--- src/rtl/lab_pkg.sv ---
// rtl/lab_pkg.sv - shared mode encoding for lab datapath registers
package lab_pkg;

  typedef logic [1:0] mode_t;

  localparam mode_t MODE_HOLD = 2'b00;
  localparam mode_t MODE_SHR  = 2'b01;
  localparam mode_t MODE_SHL  = 2'b10;
  localparam mode_t MODE_LOAD = 2'b11;

endpackage

--- src/rtl/shift_counter.sv ---
// rtl/shift_counter.sv - modulo-WIDTH shift counter with registered wrap pulse
module shift_counter #(
  parameter int WIDTH = 8,
  parameter int CNT_W = $clog2(WIDTH)
) (
  input  logic             clk,
  input  logic             rst,
  input  logic             clr,
  input  logic             inc,
  output logic [CNT_W-1:0] cnt,
  output logic             wrap
);

  localparam logic [CNT_W-1:0] LAST = CNT_W'(WIDTH - 1);

  // Count shifts; wrap pulses for one cycle on the edge that completes a word.
  // clr wins over inc so a load always restarts the word.
  always_ff @(posedge clk) begin
    if (!rst) begin
      cnt  <= '0;
      wrap <= 1'b0;
    end else begin
      wrap <= 1'b0;
      if (clr) begin
        cnt <= '0;
      end else if (inc) begin
        if (cnt == LAST) begin
          cnt  <= '0;
          wrap <= 1'b1;
        end else begin
          cnt <= cnt + CNT_W'(1);
        end
      end
    end
  end

endmodule

--- src/rtl/univ_shift_reg.sv ---
// rtl/univ_shift_reg.sv - universal hold/shift/rotate/load register with word counter
module univ_shift_reg
  import lab_pkg::*;
#(
  parameter int               WIDTH   = 8,
  parameter logic [WIDTH-1:0] RST_VAL = {WIDTH{1'b0}},
  parameter int               CNT_W   = $clog2(WIDTH)
) (
  input  logic             clk,
  input  logic             rst,
  input  logic             en,
  input  logic [1:0]       mode,
  input  logic             rotate,
  input  logic             sin_r,
  input  logic             sin_l,
  input  logic [WIDTH-1:0] d,
  output logic [WIDTH-1:0] q,
  output logic             sout_r,
  output logic             sout_l,
  output logic [CNT_W-1:0] shift_cnt,
  output logic             done
);

  mode_t op;
  logic  in_r;
  logic  in_l;
  logic  is_shift;
  logic  is_load;

  assign op       = mode_t'(mode);
  // Rotation recirculates the bit falling off the opposite end.
  assign in_r     = rotate ? q[0]       : sin_r;
  assign in_l     = rotate ? q[WIDTH-1] : sin_l;
  assign is_shift = en && ((op == MODE_SHR) || (op == MODE_SHL));
  assign is_load  = en && (op == MODE_LOAD);

  assign sout_r   = q[0];
  assign sout_l   = q[WIDTH-1];

  // Data register: reset beats enable; hold when disabled or in hold mode.
  always_ff @(posedge clk) begin
    if (!rst) begin
      q <= RST_VAL;
    end else if (en) begin
      case (op)
        MODE_SHR:  q <= {in_r, q[WIDTH-1:1]};
        MODE_SHL:  q <= {q[WIDTH-2:0], in_l};
        MODE_LOAD: q <= d;
        default:   q <= q;
      endcase
    end
  end

  shift_counter #(
    .WIDTH (WIDTH),
    .CNT_W (CNT_W)
  ) u_shift_counter (
    .clk  (clk),
    .rst  (rst),
    .clr  (is_load),
    .inc  (is_shift),
    .cnt  (shift_cnt),
    .wrap (done)
  );

endmodule
--- config.mk ---
export PLATFORM = sky130hd
export DESIGN_NAME = univ_shift_reg
export DESIGN_NICKNAME = d
export VERILOG_FILES = /design/src/rtl/lab_pkg.sv /design/src/rtl/shift_counter.sv /design/src/rtl/univ_shift_reg.sv
export SDC_FILE = /design/constraint.sdc
export NUM_CORES = 1
export LEC_CHECK = 0
export BUFFER_PORTS_ARGS = -buffer_cell sky130_fd_sc_hd__buf_2
export CORE_MARGIN = 1.5
export CORE_UTILIZATION = 40
export DETAILED_ROUTE_END_ITERATION = 8
export GPL_TIMING_DRIVEN = 0
export PLACE_DENSITY = 0.66
export SETUP_SLACK_MARGIN = 0.3
export SYNTH_ARGS = -nofsm -noshare
export SYNTH_HDL_FRONTEND = slang
export SYNTH_SLANG_ARGS = --single-unit
--- constraint.sdc ---
create_clock -name clk -period 2.31 [get_ports clk]
set_input_delay 0.231 -clock clk [delete_from_list [all_inputs] [get_ports clk]]
set_output_delay 0.231 -clock clk [all_outputs]
set_load 0.005 [all_outputs]
# Word-level counts from Yosys, hierarchy flattened
# Index checks and enable logic that the tools add are counted.
dict set report totals {
  elab_cells 22
  register_bits 12
  out_inout_bits 14
  memories 0
  latchBits 0
  mem_bits_ro 0
  ramBits 0
}
dict set report classes {
  shifts 0
  mul 0
  bitwise_logic 2
  n_eq_ne 4
  n_mux 5
  n_lt_le_gt_ge 0
  addsub 1
  reduce_logical 7
  n_div 0
}
# op count
set ops {}
lappend ops {{8-bit case mux with 3 select lines} 1}
lappend ops {{2-bit equality test (second input constant)} 2}
lappend ops {{3-bit by 1-bit adder with 3-bit output (second input constant)} 1}
lappend ops {{3-bit equality test (second input constant)} 1}
lappend ops {{1-bit two-way mux} 3}
lappend ops {{3-bit two-way mux} 1}
lappend ops {{3-bit nonzero test} 1}
lappend ops {{3-bit OR reduction} 1}
lappend ops {{2-bit by 1-bit equality test with 1-bit output (second input constant)} 1}
lappend ops {{1-bit logical AND} 2}
lappend ops {{1-bit inverter} 2}
lappend ops {{2-bit AND reduction} 1}
lappend ops {{2-bit OR reduction} 1}
lappend ops {{1-bit logical OR} 1}

# Depth between registers and ports, before layout
# Gate-level depths: netlist (run 1).
dict set report logic_depth {
  word_depth 5
  depth_mapped 6
  ltp_nobuf 5
}

# Modules after synthesis
# From an unflattened synthesis (run 1), not the netlist that was laid out.
dict set report hier_totals {
  hier_cells 72
  area_unflattened_um2 673.1
}
# module seq_area_each_um2 instances area_per_inst_um2 cells_per_inst
set modules_own_cells {}
lappend modules_own_cells {univ_shift_reg 160.2 1 503.0 56}
lappend modules_own_cells {shift_counter 80.1 1 170.2 16}

# Least setup slack after synthesis (run 1)
# No wires, ideal clock.
dict set report synth_timing {
  path_kind {reg-to-reg}
  startpoint {register u_shift_counter.cnt[0]}
  endpoint {register u_shift_counter.cnt[2]}
  slack_ns 1.221
  required_ns 2.192
  arrival_time_ns 0.971
  path_buffers 0
  path_stages_with_launch 5
  path_cell_list {dfxtp_1 > ha_1 > ha_1 > a22oi_1 > nor2b_1}
}
dict set report synth_via {
  elab_chain_len 2
}
# element line
set synth_lines {}
lappend synth_lines {{start: declaration} shift_counter.sv:10} ;# output logic [CNT_W-1:0] cnt,
lappend synth_lines {{start signal: assignment} shift_counter.sv:31} ;# cnt <= cnt + CNT_W'(1);
lappend synth_lines {{3-bit by 1-bit adder with 3-bit output / 3-bit equality test (equally long branches)} {shift_counter.sv:31, shift_counter.sv:27}}
lappend synth_lines {{3-bit two-way mux *} shift_counter.sv:27} ;# if (cnt == LAST) begin
# Mark *: on every way between the ends. The rest lies on a longest branch, timed or not.
# A chain may end at the register's enable or synchronous reset.

# Worst setup path after layout (run 1)
# Ends and elaborated chain as after synthesis.

==> impl_metrics.csv, run 1 <==
group,metric,value,unit
detailed_routing,postRouteWirelength,1450,um
synth,synthesis.area_per_instance,9.45,um2
timing,final-setup-viol-count,0,
global_routing,grt_pass1_vias,525,
cts,cts_root_buffer,"clkbuf_4",
worst_setup_path,critPathLaunchType,"flop",
synth,synth_commonest_cells,"dfxtp_1 (12), a22oi_1 (11), a31oi_1 (8), nand2_1 (8), o21ai_0 (6)",
worst_setup_path,worst_path_max_delay_cell,"dfxtp_1",
floorplan,io_pins,30,
global_routing,antenna_found_initial,0,
placed_design,port-buffer-count,29,
detailed_routing,routedWlPerCell,12.1,um
detailed_routing,antenna_violating_nets_post_route,0,
synth,main_combinational_cell_family_by_area_after_synthesis,"compound AO/OA/AOI/OAI gates",
pwr,share_seq_of_total_power,46.1,%
timing,max_clock_freq,0.868,GHz
floorplan,die-area,1930,um2
timing,timing.final.max_slew_violations,0,
placed_design,placed_cells,116,
detailed_routing,remaining_drc_errors,0,
pwr,share_comb_of_total_power,19.9,%
placed_design,gp_congestion,0.746,
worst_setup_path,crit_fanout,4,
worst_setup_path,r2r_end,"u_shift_counter.cnt[2]",
worst_setup_path,critical_path_class,"flop to flop",
synth,synthMuxAreaShare,3.36,%
cts,cts_buffers,3,
worst_setup_path,critical-path-top-cell-by-count,"ha_1",
cts,cts_setup_buffers,0,
floorplan,rows,14,
synth,yosys.cell_count.top_type,"dfxtp_1",
timing,finalClockSkew,0.00136,ns
synth,yosysWarningCount,0,
worst_setup_path,rr_startpoint,"u_shift_counter.cnt[0]",
hold_path,hold_class,"input port to flop",
synth,post_synth_inst_count,71,
synth,number_of_enable_flip_flop_cells_after_synthesis,0,
hold_path,whs_endpoint,"q[2]",
synth,postSynthNetCount,92,
cts,clock_latency,0.28,ns
detailed_routing,vias_per_cell,5.62,
pwr,irDropWorstVdd,0.232,mV
timing,worst-slew-pin-transition,0.197,ns
pwr,design_power_total,503,uW
timing,holdWs,0.206,ns
synth,syn-cell-area,671,um2
global_routing,gr-total-overflow,0,
worst_setup_path,worst_r2r_path_depth,4,
cts,cts_tree,"built",
worst_setup_path,regToRegSetupSlack,1.16,ns
pwr,internal-power,369,uW
timing,period_share,49.8,%
finish,final_net_count,126,
pwr,power-per-cell-area,577,nW/um2
cts,number_of_buffers_on_the_longest_clock_path,2,
floorplan,floorplan.die.width,43.9,um
worst_setup_path,critical_path.endpoint_type,"flop",
cts,clkTransAtPathRegs,0.08,ns
worst_setup_path,critical_path_arrival,1.32,ns
global_routing,grt_max_degree,11,
global_routing,globalRouteTotalUtil,17.2,%
finish,final_core_util,56.6,%
synth,fraction_of_registers_with_async_set_reset,0,%
finish,finish.cell_count_without_fillers,120,
pwr,total_switching_power,135,uW
timing,timing.final.hold_violations,0,
synth,yosys_register_bits,12,
finish,antenna_cells,0,
cts,hold_buffers,0,
finish,post_route_cells_drive_above_1_share,44.2,%
floorplan,die_h,43.9,um
synth,synthXorXnorAreaFrac,0,%
synth,synth_area_leader_cell,"dfxtp_1",
worst_setup_path,cell_breakdown_of_the_critical_path,"ha_1 > ha_1 > a22oi_1 > nor2b_1",
timing,slew_headroom,86.9,%
cts,cts.htree.levels,1,
timing,period_needed,1.15,ns
cts,post_cts_resized,0,
synth,synth_area_leaders,"dfxtp_1 (36%), a22oi_1 (12%), ha_1 (9.3%)",
worst_setup_path,crit_path_max_incr_delay,0.34,ns
synth,synth_simple_gate_area_share,13.2,%
floorplan,core-area,1540,um2
pwr,netSwitchingFraction,26.7,%
timing,final.setup.tns,0,ns
synth,most_used_flip_flop_cell_after_synthesis,"dfxtp_1",
hold_path,min_delay_path_depth,3,
synth,synth.lib_cells_used.distinct,19,
cts,cts_num_sinks,12,
synth,ys_seq_area_share,35.8,%
finish,fillCellCount,155,
worst_setup_path,setup.worst_path.start,"u_shift_counter.cnt[0]",
synth,synth_compound_area_share,28.2,%
floorplan,start_util,43.5,%
placed_design,pre_cts_ws,1.05,ns
flow_run,maxCapViolations,0,
finish,design_area,872,um2
timing,fin_ws,1.16,ns
hold_path,hp_start,"rst",
timing,rsz_0062_raised_after_global_routing,"no",
placed_design,placement.cell_area,836,um2
detailed_routing,drt-initial-drc-count,21,
placed_design,place.detailed.hpwl,1100,um
pwr,share_clk_of_total_power,34.0,%
worst_setup_path,critPathRequiredTime,2.48,ns
run_status,run_status,"completed",
synth,synth_fa_ha_area_share,9.33,%
synth,yosysTopAreaCellShare,35.8,%
detailed_routing,dr_total_vias,674,
pwr,p_leak,0.423,nW
global_routing,grt_pass1_wl,2350,um
finish,areaGrowthSynthToFinish,30.0,%
detailed_routing,drt_pass1_iterations,4,
==> final cells by class <==
cell class	instances	area (um2)	area share, %
Timing Repair Buffer	29	145	16.6
Tap cell	16	20.0	2.30
Sequential cell	12	240	27.5
Multi-Input combinational cell	51	363	41.6
Inverter	2	7.51	0.861
Clock buffer	4	36.3	4.16
Buffer	6	60.1	6.89
==> critical path, delay by kind of cell (launching register included) <==
kind                     cells  cell delay [ns]
adder cells (fa/ha/maj)      2             0.48
flip-flops                   1             0.34
AO/OA/AOI/OAI                1             0.16
AND/OR/NAND/NOR              1             0.06
==> metal layers <==
metal / wire, um / share of wire [%] / global-route usage (%) / vias up
li1: - / - / - / 331
met1: 650 / 45 / 23.3 / 302
met2: 622 / 43 / 22.4 / 36
met3: 131 / 9.0 / 5.42 / 5
met4: 46 / 3.2 / 12.7 / 0
met5: 0 / 0 / 0 / -
==> logic make-up after synthesis <==
| kind of cell | Yosys count |
|---|---|
| AO/OA/AOI/OAI | 28 |
| adder cells (fa/ha/maj) | 5 |
| buffers and inverters | 8 |
| flip-flops | 12 |
| multiplexers | 2 |
| AND/OR/NAND/NOR | 16 |
==> power groups by stage <==
stage                     registers [mW]  logic (mW)  clock network, mW
after global routing               0.234       0.112              0.187
after CTS                          0.232       0.101              0.174
after floorplan                    0.236      0.0608                  0
after global placement             0.237      0.0993                  0
final                              0.232       0.100              0.171
after detailed placement           0.237       0.100                  0
==> worst max-delay path by stage <==
| stage | end |
|---|---|
| floorplan | u_shift_counter.cnt[2] |
| global placement | q[0] |
| detailed placement | q[0] |
| CTS | u_shift_counter.cnt[2] |
| global route | q[0] |
| finish | u_shift_counter.cnt[2] |
==> placed cells by master, fill, tap and decap left out, types with 3 or more instances in the layout <==
cell type,instances
dfxtp_1,12
o21ai_0,6
clkbuf_4,4
a22oi_1,11
buf_2,29
nor2b_1,3
a31oi_1,8
o21ai_2,3
ha_1,5
nand2_1,8
==> sequential cells by signal (all words and copies together) (netlist names) <==
register              count
u_shift_counter.cnt       3
u_shift_counter.wrap      1
q                         8
(Power assumes the default switching activity.)
==> run 2: changes to the inputs <==
- ABC_AREA: unset -> 1
- PLACE_DENSITY: 0.66 -> 0.67
- clock period: 2.31 -> 1 ns (I/O delays scaled with it)
==> impl_metrics.csv, run 2 <==
group,metric,value,unit
placed_design,placed_cells,170,
finish,largest_register_ff_count,8,
timing,final.setup.tns,0,ns
synth,yosys.cell_count.top_type,"nand2_1",
synth,synth.lib_cells_used.distinct,17,
global_routing,gr-usage-met1,25.2,%
detailed_routing,drt-initial-drc-count,10,
finish,final_core_util,74.5,%
floorplan,start_util,43.1,%
global_routing,grt_pass1_wl,3120,um
synth,synth_area_leaders,"dfxtp_1 (32%), nand2_1 (16%), nor2_1 (13%)",
timing,finalClockSkew,0.00411,ns
synth,yosysTopAreaCellShare,31.9,%
timing,fin_ws,0.00851,ns
placed_design,place.detailed.hpwl,1290,um
floorplan,io_pins,30,
worst_setup_path,critical_path_arrival,1.20,ns
finish,fillCellCount,148,
pwr,irDropWorstVdd,0.697,mV
global_routing,antenna_found_initial,0,
worst_setup_path,critPathLaunchType,"flop",
detailed_routing,vias_per_cell,4.66,
synth,synthesis.area_per_instance,6.48,um2
placed_design,pre_cts_ws,-0.127,ns
global_routing,gr-total-overflow,0,
placed_design,port-buffer-count,29,
finish,areaGrowthSynthToFinish,72.9,%
floorplan,rows,15,
finish,reg_top3,"q x8, u_shift_counter.cnt x3, u_shift_counter.wrap x1",
global_routing,grt_pass1_vias,734,
detailed_routing,postRouteWirelength,2070,um
finish,layout.cells.most_common_list,"nand2_1 (28), buf_2 (24), nor2_1 (21), buf_6 (11), dfxtp_2 (10)",
synth,yosys_register_bits,12,
finish,finish.cell_count_without_fillers,185,
placed_design,gp_congestion,0.780,
hold_path,hold_class,"input port to flop",
global_routing,globalRouteTotalUtil,20.4,%
floorplan,die-area,2150,um2
synth,postSynthNetCount,137,
worst_setup_path,critical_path.endpoint_type,"flop",
finish,antenna_cells,0,
placed_design,placement.cell_area,1030,um2
cts,cts_root_buffer,"clkbuf_4",
cts,number_of_buffers_on_the_longest_clock_path,2,
synth,syn-cell-area,752,um2
global_routing,grt_max_degree,11,
timing,period_needed,0.991,ns
synth,synth_area_leader_cell,"dfxtp_1",
finish,final_net_count,182,
floorplan,die_h,46.4,um
synth,number_of_enable_flip_flop_cells_after_synthesis,0,
timing,timing.final.hold_violations,0,
synth,yosysWarningCount,0,
synth,ys_seq_area_share,31.9,%
timing,max_clock_freq,1.01,GHz
timing,slew_headroom,88.3,%
synth,most_used_flip_flop_cell_after_synthesis,"dfxtp_1",
timing,rsz_0062_raised_after_global_routing,"yes",
cts,clock_latency,0.27,ns
detailed_routing,remaining_drc_errors,0,
cts,cts_num_sinks,12,
detailed_routing,antenna_violating_nets_post_route,0,
synth,synth_commonest_cells,"nand2_1 (33), nor2_1 (26), dfxtp_1 (12), inv_1 (12), o21ai_1 (7)",
finish,layout.cells.most_common,"nand2_1",
finish,design_area,1300,um2
cts,hold_buffers,0,
synth,post_synth_inst_count,116,
floorplan,core-area,1750,um2
global_routing,use_met2,34.4,%
finish,post_route_cells_drive_above_1_share,56.3,%
finish,max_flop_register,"q",
worst_setup_path,critPathRequiredTime,1.20,ns
cts,cts_tree,"built",
cts,cts_buffers,3,
detailed_routing,drt_pass1_iterations,4,
timing,final-setup-viol-count,0,
detailed_routing,dr_total_vias,863,
cts,clkTransAtPathRegs,0.09,ns
synth,fraction_of_registers_with_async_set_reset,0,%
flow_run,maxCapViolations,0,
timing,period_share,99.1,%
worst_setup_path,critical_path_class,"flop to flop",
detailed_routing,routedWlPerCell,11.2,um
global_routing,global_route.usage.met3,3.53,%
timing,timing.final.max_slew_violations,0,
pwr,power-per-cell-area,1050,nW/um2
floorplan,floorplan.die.width,46.4,um
cts,cts.htree.levels,1,
run_status,run_status,"completed",
global_routing,grt-busiest-layer,"met2",
worst_setup_path,crit_fanout,2,
timing,worst-slew-pin-transition,0.176,ns
pwr,p_leak,0.625,nW
==> run 2: cell count changes in the layout (fill, tap and decap cells not counted), moves of 6 or more <==
cell,delta
nor2_1,+20
a31oi_1,-8
dfxtp_2,+10
a22oi_1,-11
o21ai_1,+7
buf_6,+9
dfxtp_1,-11
o21ai_0,-6
nand2_1,+20
inv_1,+6
==> run 2: worst paths after layout <==
path                                              from                      to  slack (ns)  cells past startpoint
worst min register to register  u_shift_counter.cnt[2]  u_shift_counter.cnt[2]        0.50                      2
worst max register to register  u_shift_counter.cnt[0]  u_shift_counter.cnt[2]       0.009                      4
worst min-delay path                               rst                    q[7]        0.13                      3
worst max-delay path            u_shift_counter.cnt[0]  u_shift_counter.cnt[2]       0.009                      4
==> run 2: final cells by class <==
class | instances | area (um2) | share of cell area [%]
Sequential cell | 12 | 256 | 19.7
Buffer | 5 | 67.6 | 5.20
Clock buffer | 4 | 36.3 | 2.79
Multi-Input combinational cell | 85 | 534 | 41.1
Tap cell | 25 | 31.3 | 2.41
Timing Repair Buffer | 40 | 299 | 23.0
Inverter | 14 | 75.1 | 5.77
==> run 2: cell families after synthesis <==
group	Yosys count	synth area share (%)
AO/OA/AOI/OAI	13	9.65
adder cells (fa/ha/maj)	5	8.32
buffers and inverters	19	12.3
flip-flops	12	31.9
AND/OR/NAND/NOR	67	37.8
==> run 2: power by group <==
part	internal, mW	total (mW)	switching [mW]	leakage (nW)
Combinational	0.226	0.430	0.204	0.501
Sequential	0.512	0.540	0.0277	0.103
Clock	0.221	0.397	0.176	0.0210
Total	0.960	1.37	0.408	0.625
==> run 2: metrics by stage <==
step                      hold WS, ns  power (mW)
after global routing            0.141        1.44
after floorplan                 0.217       0.725
after global placement          0.415       0.829
after CTS                       0.127        1.31
final                           0.130        1.37
after detailed placement        0.425       0.836
==> run 2: worst max-delay path, stage by stage, from the launching register on <==
cell,delay [ns]
dfxtp_4,0.37
ha_4,0.16
ha_4,0.24
nand2_1,0.04
a21oi_1,0.12
==> run 2: timing repair <==
item / in CTS / in global routing
setup endpoints to repair: 26 / 26
buffers inserted: 10 / 1
pin swaps: 20 / 12
resized for setup: 30 / 21
==> run 2: per-layer routing <==
metal / up-vias / part of all wire, %
met5: - / 0
met4: 0 / 0.92
met3: 2 / 4.2
met2: 25 / 49
met1: 392 / 45
li1: 444 / -
==> run 3: changes to the inputs <==
- CORE_MARGIN: 1.5 -> 4
==> impl_metrics.csv, run 3 (synthesis results as in run 2) <==
group,metric,value,unit
detailed_routing,met1_length,916,um
finish,max_flop_register,"q",
finish,multi_input_area,572,um2
timing,fin_ws,0.00898,ns
hold_path,hold_class,"input port to flop",
placed_design,port-buffer-count,29,
detailed_routing,remaining_drc_errors,0,
worst_setup_path,critPathRequiredTime,1.21,ns
pwr,netSwitchingFraction,30.4,%
detailed_routing,highest-signal-layer,"met4",
cts,number_of_buffers_on_the_longest_clock_path,2,
pwr,power-per-cell-area,1030,nW/um2
pwr,internal-power,970,uW
floorplan,rows,15,
timing,period_needed,0.991,ns
timing,slew_headroom,88.1,%
hold_path,hp_start,"rst",
detailed_routing,wl_met3,169,um
worst_setup_path,rr_startpoint,"u_shift_counter.cnt[0]",
timing,max_clock_freq,1.01,GHz
detailed_routing,routedWlPerCell,11.4,um
placed_design,place.detailed.hpwl,1320,um
timing,timing.final.max_slew_violations,0,
finish,finish.cell_count_without_fillers,187,
worst_setup_path,regToRegSetupSlack,0.009,ns
floorplan,start_util,43.1,%
timing,final-setup-viol-count,0,
global_routing,grt_pass1_wl,3510,um
detailed_routing,dr_total_vias,841,
worst_setup_path,largest_delay_contributor_family_on_the_critical_path,"flip-flops",
timing,rsz_0062_raised_after_global_routing,"yes",
global_routing,antenna_found_initial,0,
detailed_routing,postRouteWirelength,2130,um
finish,reg_top3,"q x8, u_shift_counter.cnt x3, u_shift_counter.wrap x1",
cts,clkTransAtPathRegs,0.08,ns
finish,layout.cells.most_common_list,"nand2_1 (25), buf_2 (21), nor2_1 (17), buf_6 (16), dfxtp_2 (9)",
worst_setup_path,critical_path_arrival,1.20,ns
timing,worst-slew-pin-transition,0.179,ns
finish,areaGrowthSynthToFinish,80.4,%
global_routing,grt_max_degree,11,
detailed_routing,antenna_violating_nets_post_route,0,
placed_design,pre_cts_ws,-0.134,ns
cts,cts_buffers,3,
finish,fillCellCount,125,
floorplan,io_pins,30,
floorplan,die_h,51.4,um
worst_setup_path,critPathLaunchType,"flop",
detailed_routing,vias_per_cell,4.50,
global_routing,gr-total-overflow,0,
worst_setup_path,crit_path_max_incr_delay,0.36,ns
pwr,total_switching_power,423,uW
worst_setup_path,critical-path-top-cell-by-count,"ha_4",
cts,cts_tree,"built",
timing,period_share,99.1,%
worst_setup_path,critical_path.endpoint_type,"flop",
pwr,p_leak,0.652,nW
worst_setup_path,critical_path_class,"flop to flop",
worst_setup_path,setup.worst_path.start,"u_shift_counter.cnt[0]",
worst_setup_path,crit_fanout,3,
finish,ff_latch_area,259,um2
placed_design,placed_cells,170,
pwr,share_clk_of_total_power,28.5,%
worst_setup_path,worst_path_max_delay_cell,"dfxtp_4",
floorplan,floorplan.die.width,51.4,um
worst_setup_path,timing.critical_path.buf_inv,0,
worst_setup_path,cell_breakdown_of_the_critical_path,"ha_4 > ha_4 > nor2_1 > nand2_1 > a21oi_2",
pwr,share_comb_of_total_power,32.8,%
floorplan,die-area,2640,um2
pwr,design_power_total,1.39,mW
cts,cts.htree.levels,1,
global_routing,globalRouteTotalUtil,17.8,%
detailed_routing,met2_wire_length,991,um
finish,antenna_cells,0,
detailed_routing,drt_pass1_iterations,4,
finish,post_route_cells_drive_above_1_share,63.6,%
finish,final_net_count,184,
finish,layout.cells.most_common,"nand2_1",
run_status,run_status,"completed",
finish,largest_register_ff_count,8,
detailed_routing,drt-initial-drc-count,14,
flow_run,maxCapViolations,0,
timing,finalClockSkew,0.00516,ns
cts,cts_num_sinks,12,
pwr,irDropWorstVdd,1.06,mV
timing,timing.final.hold_violations,0,
placed_design,gp_congestion,0.766,
cts,cts_root_buffer,"clkbuf_4",
pwr,share_seq_of_total_power,38.7,%
floorplan,core-area,1750,um2
global_routing,grt_pass1_vias,833,
cts,clock_latency,0.28,ns
[run 3: cell count changes in the layout (fill, tap and decap cells not counted), sizes merged]
cell / previous run / this run
buf: 45 / 47
[run 3: final timing paths]
kind	end	cells past startpoint
max reg2reg	u_shift_counter.cnt[0]	5
min	q[7]	3
min reg2reg	u_shift_counter.cnt[1]	2
max	u_shift_counter.cnt[0]	5
[run 3: cell type report]
cell class                      instances  area share (%)
Buffer                                  5            4.98
Clock buffer                            4            2.68
Tap cell                               25            2.31
Timing Repair Buffer                   42            23.2
Multi-Input combinational cell         85            42.2
Inverter                               14            5.54
Sequential cell                        12            19.1
[run 3: tightest hold or removal path, cell delays in order]
cell     delay, ns
buf_2         0.16
o21ai_2       0.08
a21oi_2       0.03
[run 3: power by group through the flow]
| stage | logic, mW | registers, mW | clock network (mW) |
|---|---|---|---|
| floorplan | 0.176 | 0.549 | 0 |
| global placement | 0.284 | 0.547 | 0 |
| detailed placement | 0.287 | 0.550 | 0 |
| CTS | 0.389 | 0.539 | 0.413 |
| global route | 0.505 | 0.545 | 0.429 |
| finish | 0.457 | 0.539 | 0.397 |
[run 3: per-layer routing]
| layer | vias up | track usage (%) |
|---|---|---|
| li1 | 448 | - |
| met1 | 357 | 22.0 |
| met2 | 30 | 28.0 |
| met3 | 6 | 4.66 |
| met4 | 0 | 9.17 |
| met5 | - | 0 |
[run 3: repair_timing]
action | in CTS | in global routing
gates resized for setup | 36 | 28
buffers inserted | 10 | 3
hold buffers | 0 | 0
hold endpoints to repair | 0 | 0
pin swaps | 27 | 17
setup endpoints to repair | 26 | 26
[run 3: through the flow]
step | utilization (%) | area, um2 | setup TNS [ns] | hold slack (ns)
finish | 77.7 | 1360 | 0 | 0.124
global route | 77.7 | 1360 | -0.0741 | 0.131
CTS | 71.2 | 1240 | -0.00801 | 0.112
detailed placement | 58.8 | 1030 | -0.883 | 0.419
global placement | 58.8 | 1030 | -0.767 | 0.414
floorplan | - | 850 | 0 | 0.217
